==> src/rtl/vector_cmd_sequencer_pkg.sv <==
// Shared types for the vector command sequencer: command opcodes, FSM states
// and the default coordinate width of the line drawer.
package vector_cmd_sequencer_pkg;

    localparam int COORD_W_DEF = 12;

    typedef enum logic [1:0] {
        OP_JUMP = 2'd0,
        OP_DRAW = 2'd1,
        OP_RSV2 = 2'd2,
        OP_RSV3 = 2'd3
    } op_t;

    typedef enum logic {
        ST_IDLE      = 1'b0,
        ST_WAIT_BUSY = 1'b1
    } state_t;

    function automatic logic is_issuable(input logic [1:0] op);
        return (op == OP_JUMP) || (op == OP_DRAW);
    endfunction

endpackage

==> src/rtl/vector_cmd_sequencer_if.sv <==
// Producer-side command handshake: the producer is the master, the sequencer
// FIFO is the slave.
interface vector_cmd_sequencer_if
    import vector_cmd_sequencer_pkg::*;
#(
    parameter int COORD_W = COORD_W_DEF
) ();

    logic               cmd_valid;
    logic               cmd_ready;
    logic [1:0]         cmd_op;
    logic [COORD_W-1:0] cmd_x;
    logic [COORD_W-1:0] cmd_y;

    modport master (output cmd_valid, cmd_op, cmd_x, cmd_y, input cmd_ready);
    modport slave  (input cmd_valid, cmd_op, cmd_x, cmd_y, output cmd_ready);

endinterface

==> src/rtl/vector_cmd_sequencer_sync_fifo.sv <==
// Synchronous first-word-fall-through FIFO; the head is read straight out of the
// register array so it is valid the cycle after the first push.
module sync_fifo #(
    parameter int WIDTH = 26,
    parameter int DEPTH = 16
) (
    input  logic                     clk,
    input  logic                     reset,
    input  logic                     push,
    input  logic [WIDTH-1:0]         push_data,
    input  logic                     pop,
    output logic [WIDTH-1:0]         head,
    output logic                     full,
    output logic                     empty,
    output logic [$clog2(DEPTH):0]   level
);

    localparam int AW = $clog2(DEPTH);

    logic [WIDTH-1:0] mem [DEPTH];
    logic [AW:0]      wr_ptr;
    logic [AW:0]      rd_ptr;
    logic             do_push;
    logic             do_pop;

    // The extra pointer bit distinguishes full from empty when the indices match.
    assign full    = (wr_ptr[AW] != rd_ptr[AW]) && (wr_ptr[AW-1:0] == rd_ptr[AW-1:0]);
    assign empty   = (wr_ptr == rd_ptr);
    assign level   = wr_ptr - rd_ptr;
    assign head    = mem[rd_ptr[AW-1:0]];
    assign do_push = push && !full;
    assign do_pop  = pop && !empty;

    always_ff @(posedge clk) begin
        if (reset) begin
            wr_ptr <= '0;
            rd_ptr <= '0;
        end else begin
            if (do_push) wr_ptr <= wr_ptr + 1'b1;
            if (do_pop)  rd_ptr <= rd_ptr + 1'b1;
        end
    end

    always_ff @(posedge clk) begin
        if (do_push) mem[wr_ptr[AW-1:0]] <= push_data;
    end

endmodule

==> src/rtl/vector_cmd_sequencer.sv <==
// Feeds buffered jump/draw commands to the line drawer one pulse at a time,
// paced by the drawer's ready, and parks the beam after a long idle stretch.
module vector_cmd_sequencer
    import vector_cmd_sequencer_pkg::*;
#(
    parameter int COORD_W      = COORD_W_DEF,
    parameter int FIFO_DEPTH   = 16,
    parameter int PARK_TIMEOUT = 65535,
    parameter int PARK_X       = 2048,
    parameter int PARK_Y       = 2048
) (
    input  logic                         clk,
    input  logic                         reset,
    vector_cmd_sequencer_if.slave        cmd,
    output logic [COORD_W-1:0]           x,
    output logic [COORD_W-1:0]           y,
    output logic                         draw,
    output logic                         jump,
    input  logic                         ready,
    output logic [$clog2(FIFO_DEPTH):0]  fifo_level,
    output logic                         parked
);

    localparam int ENTRY_W = 2 + 2 * COORD_W;
    localparam int PCW     = (PARK_TIMEOUT > 0) ? $clog2(PARK_TIMEOUT + 1) : 1;
    localparam bit PARK_EN = (PARK_TIMEOUT > 0);
    localparam logic [PCW-1:0] PARK_LAST = PCW'((PARK_TIMEOUT > 0) ? PARK_TIMEOUT - 1 : 0);
    localparam logic [PCW-1:0] PARK_MAX  = PCW'(PARK_TIMEOUT);

    logic [ENTRY_W-1:0] head;
    logic               full;
    logic               empty;
    logic               pop;
    logic [1:0]         head_op;
    logic [COORD_W-1:0] head_x;
    logic [COORD_W-1:0] head_y;

    state_t             state;
    state_t             state_next;
    logic               wait_cnt;
    logic [PCW-1:0]     park_cnt;
    logic               park_qual;
    logic               park_hit;
    logic               issue_draw;
    logic               issue_jump;
    logic               load_cmd;
    logic               load_park;

    assign cmd.cmd_ready = !full;

    sync_fifo #(
        .WIDTH (ENTRY_W),
        .DEPTH (FIFO_DEPTH)
    ) u_fifo (
        .clk       (clk),
        .reset     (reset),
        .push      (cmd.cmd_valid),
        .push_data ({cmd.cmd_op, cmd.cmd_x, cmd.cmd_y}),
        .pop       (pop),
        .head      (head),
        .full      (full),
        .empty     (empty),
        .level     (fifo_level)
    );

    assign head_op = head[ENTRY_W-1 -: 2];
    assign head_x  = head[2*COORD_W-1 -: COORD_W];
    assign head_y  = head[COORD_W-1:0];

    // Park only fires with an empty FIFO, so a pending command always beats it.
    assign park_qual = (state == ST_IDLE) && empty && ready && !parked;
    assign park_hit  = PARK_EN && park_qual && (park_cnt == PARK_LAST);

    always_comb begin
        state_next = state;
        pop        = 1'b0;
        issue_draw = 1'b0;
        issue_jump = 1'b0;
        load_cmd   = 1'b0;
        load_park  = 1'b0;
        case (state)
            ST_IDLE: begin
                if (ready && !empty) begin
                    pop = 1'b1;
                    if (is_issuable(head_op)) begin
                        load_cmd   = 1'b1;
                        issue_draw = (head_op == OP_DRAW);
                        issue_jump = (head_op == OP_JUMP);
                        state_next = ST_WAIT_BUSY;
                    end
                end else if (park_hit) begin
                    load_park  = 1'b1;
                    issue_jump = 1'b1;
                    state_next = ST_WAIT_BUSY;
                end
            end
            ST_WAIT_BUSY: begin
                // Hold off re-issue until the drawer drops ready or two cycles pass.
                if (!ready || wait_cnt) state_next = ST_IDLE;
            end
            default: state_next = ST_IDLE;
        endcase
    end

    always_ff @(posedge clk) begin
        if (reset) begin
            state    <= ST_IDLE;
            wait_cnt <= 1'b0;
        end else begin
            state    <= state_next;
            wait_cnt <= (state == ST_WAIT_BUSY) && (state_next == ST_WAIT_BUSY);
        end
    end

    always_ff @(posedge clk) begin
        if (reset) begin
            x        <= '0;
            y        <= '0;
            draw     <= 1'b0;
            jump     <= 1'b0;
            parked   <= 1'b0;
            park_cnt <= '0;
        end else begin
            draw <= issue_draw;
            jump <= issue_jump;
            if (load_park) begin
                x      <= COORD_W'(PARK_X);
                y      <= COORD_W'(PARK_Y);
                parked <= 1'b1;
            end else if (load_cmd) begin
                x      <= head_x;
                y      <= head_y;
                parked <= 1'b0;
            end
            if (!park_qual || park_hit) begin
                park_cnt <= '0;
            end else if (park_cnt != PARK_MAX) begin
                park_cnt <= park_cnt + 1'b1;
            end
        end
    end

endmodule
==> src/flat_wrapper.sv <==
// flat-port wrapper written by rule: the top's interface ports become plain ports
module vector_cmd_sequencer_flat import vector_cmd_sequencer_pkg::*;
#(
    parameter int COORD_W      = COORD_W_DEF,
    parameter int FIFO_DEPTH   = 16,
    parameter int PARK_TIMEOUT = 65535,
    parameter int PARK_X       = 2048,
    parameter int PARK_Y       = 2048
)
  (clk, reset, x, y, draw, jump, ready, fifo_level, parked, cmd_cmd_valid, cmd_cmd_op, cmd_cmd_x, cmd_cmd_y, cmd_cmd_ready);
  vector_cmd_sequencer_if #(.COORD_W(COORD_W)) cmd_i ();
  input  logic clk;
  input  logic reset;
  output logic [COORD_W-1:0] x;
  output logic [COORD_W-1:0] y;
  output logic draw;
  output logic jump;
  input  logic ready;
  output logic [$clog2(FIFO_DEPTH):0] fifo_level;
  output logic parked;
  input wire logic [$bits(cmd_i.cmd_valid)-1:0] cmd_cmd_valid;
  input wire logic [$bits(cmd_i.cmd_op)-1:0] cmd_cmd_op;
  input wire logic [$bits(cmd_i.cmd_x)-1:0] cmd_cmd_x;
  input wire logic [$bits(cmd_i.cmd_y)-1:0] cmd_cmd_y;
  output wire logic [$bits(cmd_i.cmd_ready)-1:0] cmd_cmd_ready;
  assign cmd_i.cmd_valid = cmd_cmd_valid;
  assign cmd_i.cmd_op = cmd_cmd_op;
  assign cmd_i.cmd_x = cmd_cmd_x;
  assign cmd_i.cmd_y = cmd_cmd_y;
  assign cmd_cmd_ready = cmd_i.cmd_ready;
  vector_cmd_sequencer #(.COORD_W(COORD_W), .FIFO_DEPTH(FIFO_DEPTH), .PARK_TIMEOUT(PARK_TIMEOUT), .PARK_X(PARK_X), .PARK_Y(PARK_Y)) u_core (.clk(clk), .reset(reset), .cmd(cmd_i), .x(x), .y(y), .draw(draw), .jump(jump), .ready(ready), .fifo_level(fifo_level), .parked(parked));
endmodule
==> config.mk <==
export PLATFORM = sky130hd
export DESIGN_NAME = vector_cmd_sequencer_flat
export DESIGN_NICKNAME = d
export VERILOG_FILES = /design/src/rtl/vector_cmd_sequencer_pkg.sv /design/src/rtl/vector_cmd_sequencer_if.sv /design/src/rtl/vector_cmd_sequencer_sync_fifo.sv /design/src/rtl/vector_cmd_sequencer.sv /design/src/flat_wrapper.sv
export SDC_FILE = /design/constraint.sdc
export NUM_CORES = 1
export LEC_CHECK = 0
export BUFFER_PORTS_ARGS = -buffer_cell sky130_fd_sc_hd__buf_2
export CORE_ASPECT_RATIO = 0.7
export CORE_UTILIZATION = 53
export DETAILED_ROUTE_END_ITERATION = 12
export PLACE_DENSITY = 0.7
export SETUP_SLACK_MARGIN = 0.15
export SYNTH_ARGS = -nofsm -noshare
export SYNTH_HDL_FRONTEND = slang
export SYNTH_SLANG_ARGS = --single-unit
==> constraint.sdc <==
create_clock -name clk -period 4.4 [get_ports clk]
set_clock_uncertainty 0.15 [all_clocks]
set_input_delay 0 -clock clk [delete_from_list [all_inputs] [get_ports clk]]
set_output_delay 0 -clock clk [all_outputs]
set_load 0.03 [all_outputs]
==> out/results.ini <==
[job]
drv_cap = 0

[route]
drc = 0
drt_pass1_iterations = 5
routed_wl_um = 39800
ant_nets = 0
routed-via-count = 9596
avgViaCountPerCell = 6.11
wire_per_inst_um = 25.3
drt_iter0_markers = 1042

[sta]
hold_viol = 0
relSlewSlack_pct = 21.4
period_share_pct = 78.0
tightest_slew_ps = 1170
fin_crit_ps = 3430
rsz0062_at_grt = false
slew_violations = 0
fmax_mhz = 291
layout_setup_ws_ps = 968
setup_viol = 0
tns_ps = 0

[clocking]
cts-buffers-inserted = 44
cts_tree = yes
clock_path_buffers = 3
cts.sinks = 475
clock_tree.root_cell = clkbuf_16
postCtsSetupRepairBufs = 0
clk_pin_slew_ps = 60
clk_latency_ps = 550
ctsHtreeMaxLevel = 2

[floorplan]
core_area_um2 = 33700
die_area_um2 = 35200
rows = 56
pin_count = 63
die_height_um = 157
die_w_um = 224
start_util_pct = 54.1

[cells_and_area]
layout_commonest_cell = edfxtp_1
drive_gt1_share_pct = 25.8
syn_to_final_growth_pct = 15.5
instances_no_fill = 1570
fin_nets = 1115
layout_common_cells = edfxtp_1, mux4_2, buf_2
diodes = 0

[critical_path]
critPathMaxFanout = 26
startpoint_type = flip-flop
worstPathArrival_ps = 3450
r2r_slack_ps = 970
worst-setup-path-type = reg -> reg
required_ps = 4420
critPathCaptureType = flip-flop

[logic_synthesis]
yosysTopAreaCell = edfxtp_1
ys.flop_type = edfxtp_1
syn-instance-count = 961
synth_area_leaders = edfxtp_1, mux4_2, dfxtp_1
synth.distinct_cells = 47
syn-num-nets = 1003
netlist_area_um2 = 18200
yosysSeqAreaShare_pct = 75.0
yosysWarnings = 0
avgSynthCellArea_um2 = 19.0
synth_edf_count = 416
ys_ff_latch = 475
synth_top_area_share_pct = 68.5
async_flop_share_pct = 0

[global_routing]
grt-ovfl-total = 0
grt_max_degree = 56
grt_pass1_wl_um = 59900
grt.total_usage_pct = 23.4
antenna_found_initial = 0
grt_pass1_vias = 9506

[power_and_ir_drop]
p_leak_nw = 6.77
ir_drop_mv = 0.401
power_density_nw_per_um2 = 484

[placed_design]
place_ws_ps = 977
place_congestion = 0.811
dpl.hpwl_um = 24100
portBuffers = 62
dpl.cell_count = 1460

[outcome]
status = completed

[hold_path]
hold_class = in -> reg

## cells by family after synthesis
| kind of cell | after synthesis | synth area share, % |
|---|---|---|
| adder cells (fa/ha/maj) | 12 | 0.865 |
| AND/OR/NAND/NOR | 156 | 4.17 |
| flip-flops | 475 | 75.0 |
| multiplexers | 106 | 13.0 |
| buffers and inverters | 66 | 1.61 |
| XOR/XNOR | 23 | 1.10 |
| AO/OA/AOI/OAI | 123 | 4.28 |
## power by group
group | switching (mW) | internal, mW | total, mW
sequential | 0.0722 | 4.99 | 5.06
clock | 1.61 | 2.33 | 3.94
combinational | 0.681 | 0.515 | 1.20
total | 2.37 | 7.83 | 10.2
## flip-flops by register name, summed over array words and instances (netlist names), 5 cells and up, named ones only
name	flops
u_core.park_cnt	16
u_core.u_fifo.mem	416
u_core.u_fifo.rd_ptr	5
u_core.u_fifo.wr_ptr	5
u_core.x	12
u_core.y	12
## through the flow
step	util [%]	hold WS, ps	power [mW]	cell area (µm²)
finish	62.5	229	10.2	21100
global route	62.5	235	10.5	21100
CTS	62.5	210	10.3	21100
detailed placement	57.1	157	6.34	19300
global placement	57.1	153	6.32	19300
floorplan	-	-51.1	5.96	18200
## path summary, 6_finish.rpt
path | start | to | cells after the start
worst max register to register | u_core.u_fifo.wr_ptr[3] | u_core.u_fifo.mem[9][21] | 5
worst min register to register | u_core.y[5] | u_core.y[5] | 2
worst max-delay path | u_core.u_fifo.wr_ptr[3] | u_core.u_fifo.mem[9][21] | 5
worst min-delay path | cmd_cmd_y[1] | u_core.u_fifo.mem[4][1] | 2
## critical path, stage by stage, from the launching register on
cell,delay [ps]
dfxtp_1,550
ha_1,350
and4_1,250
a21boi_1,490
nand2_1,390
nor2_4,850
## final cells by class
cell class / instances / area, µm²
Timing Repair Buffer: 122 / 876
Clock buffer: 54 / 1220
Tap cell: 464 / 581
Fill cell: 2327 / 12600
Multi-Input combinational cell: 420 / 4390
Inverter: 10 / 37.5
Sequential cell: 475 / 13700
Clock inverter: 25 / 278
## cell usage after synthesis, types with 2 or more instances
master	instances
edfxtp_1	416
xnor2_1	12
nand4b_1	2
and4_1	3
nor2_1	44
ha_1	11
nor3_1	7
buf_2	15
nand4_1	8
clkbuf_1	30
mux4_2	104
mux2_2	2
o32ai_1	2
o21ai_0	27
and3_1	7
nor2b_1	2
nand2b_1	6
a31oi_1	3
nand3b_1	2
inv_1	10
a21o_1	2
o2111ai_1	3
a22oi_1	44
o22ai_1	2
dfxtp_1	59
or3_1	3
a211oi_1	3
nor3b_1	2
buf_6	2
nand3_1	32
buf_4	3
nand2_1	33
a21oi_1	31
buf_1	6
xor2_1	11
## routing by layer
layer / global-route usage, % / share of wire (%) / vias to the layer above
met3: 4.95 / 8.7 / 47
li1: - / - / 4124
met5: 0 / 0 / -
met4: 5.28 / 1.4 / 0
met2: 34.8 / 45 / 455
met1: 35.8 / 45 / 4970
## what timing repair did
action | in CTS | in global routing
gates resized for setup | 0 | 0
endpoints found under the hold margin | 437 | 0
hold buffers | 31 | 0
(Power assumes the default switching activity.)
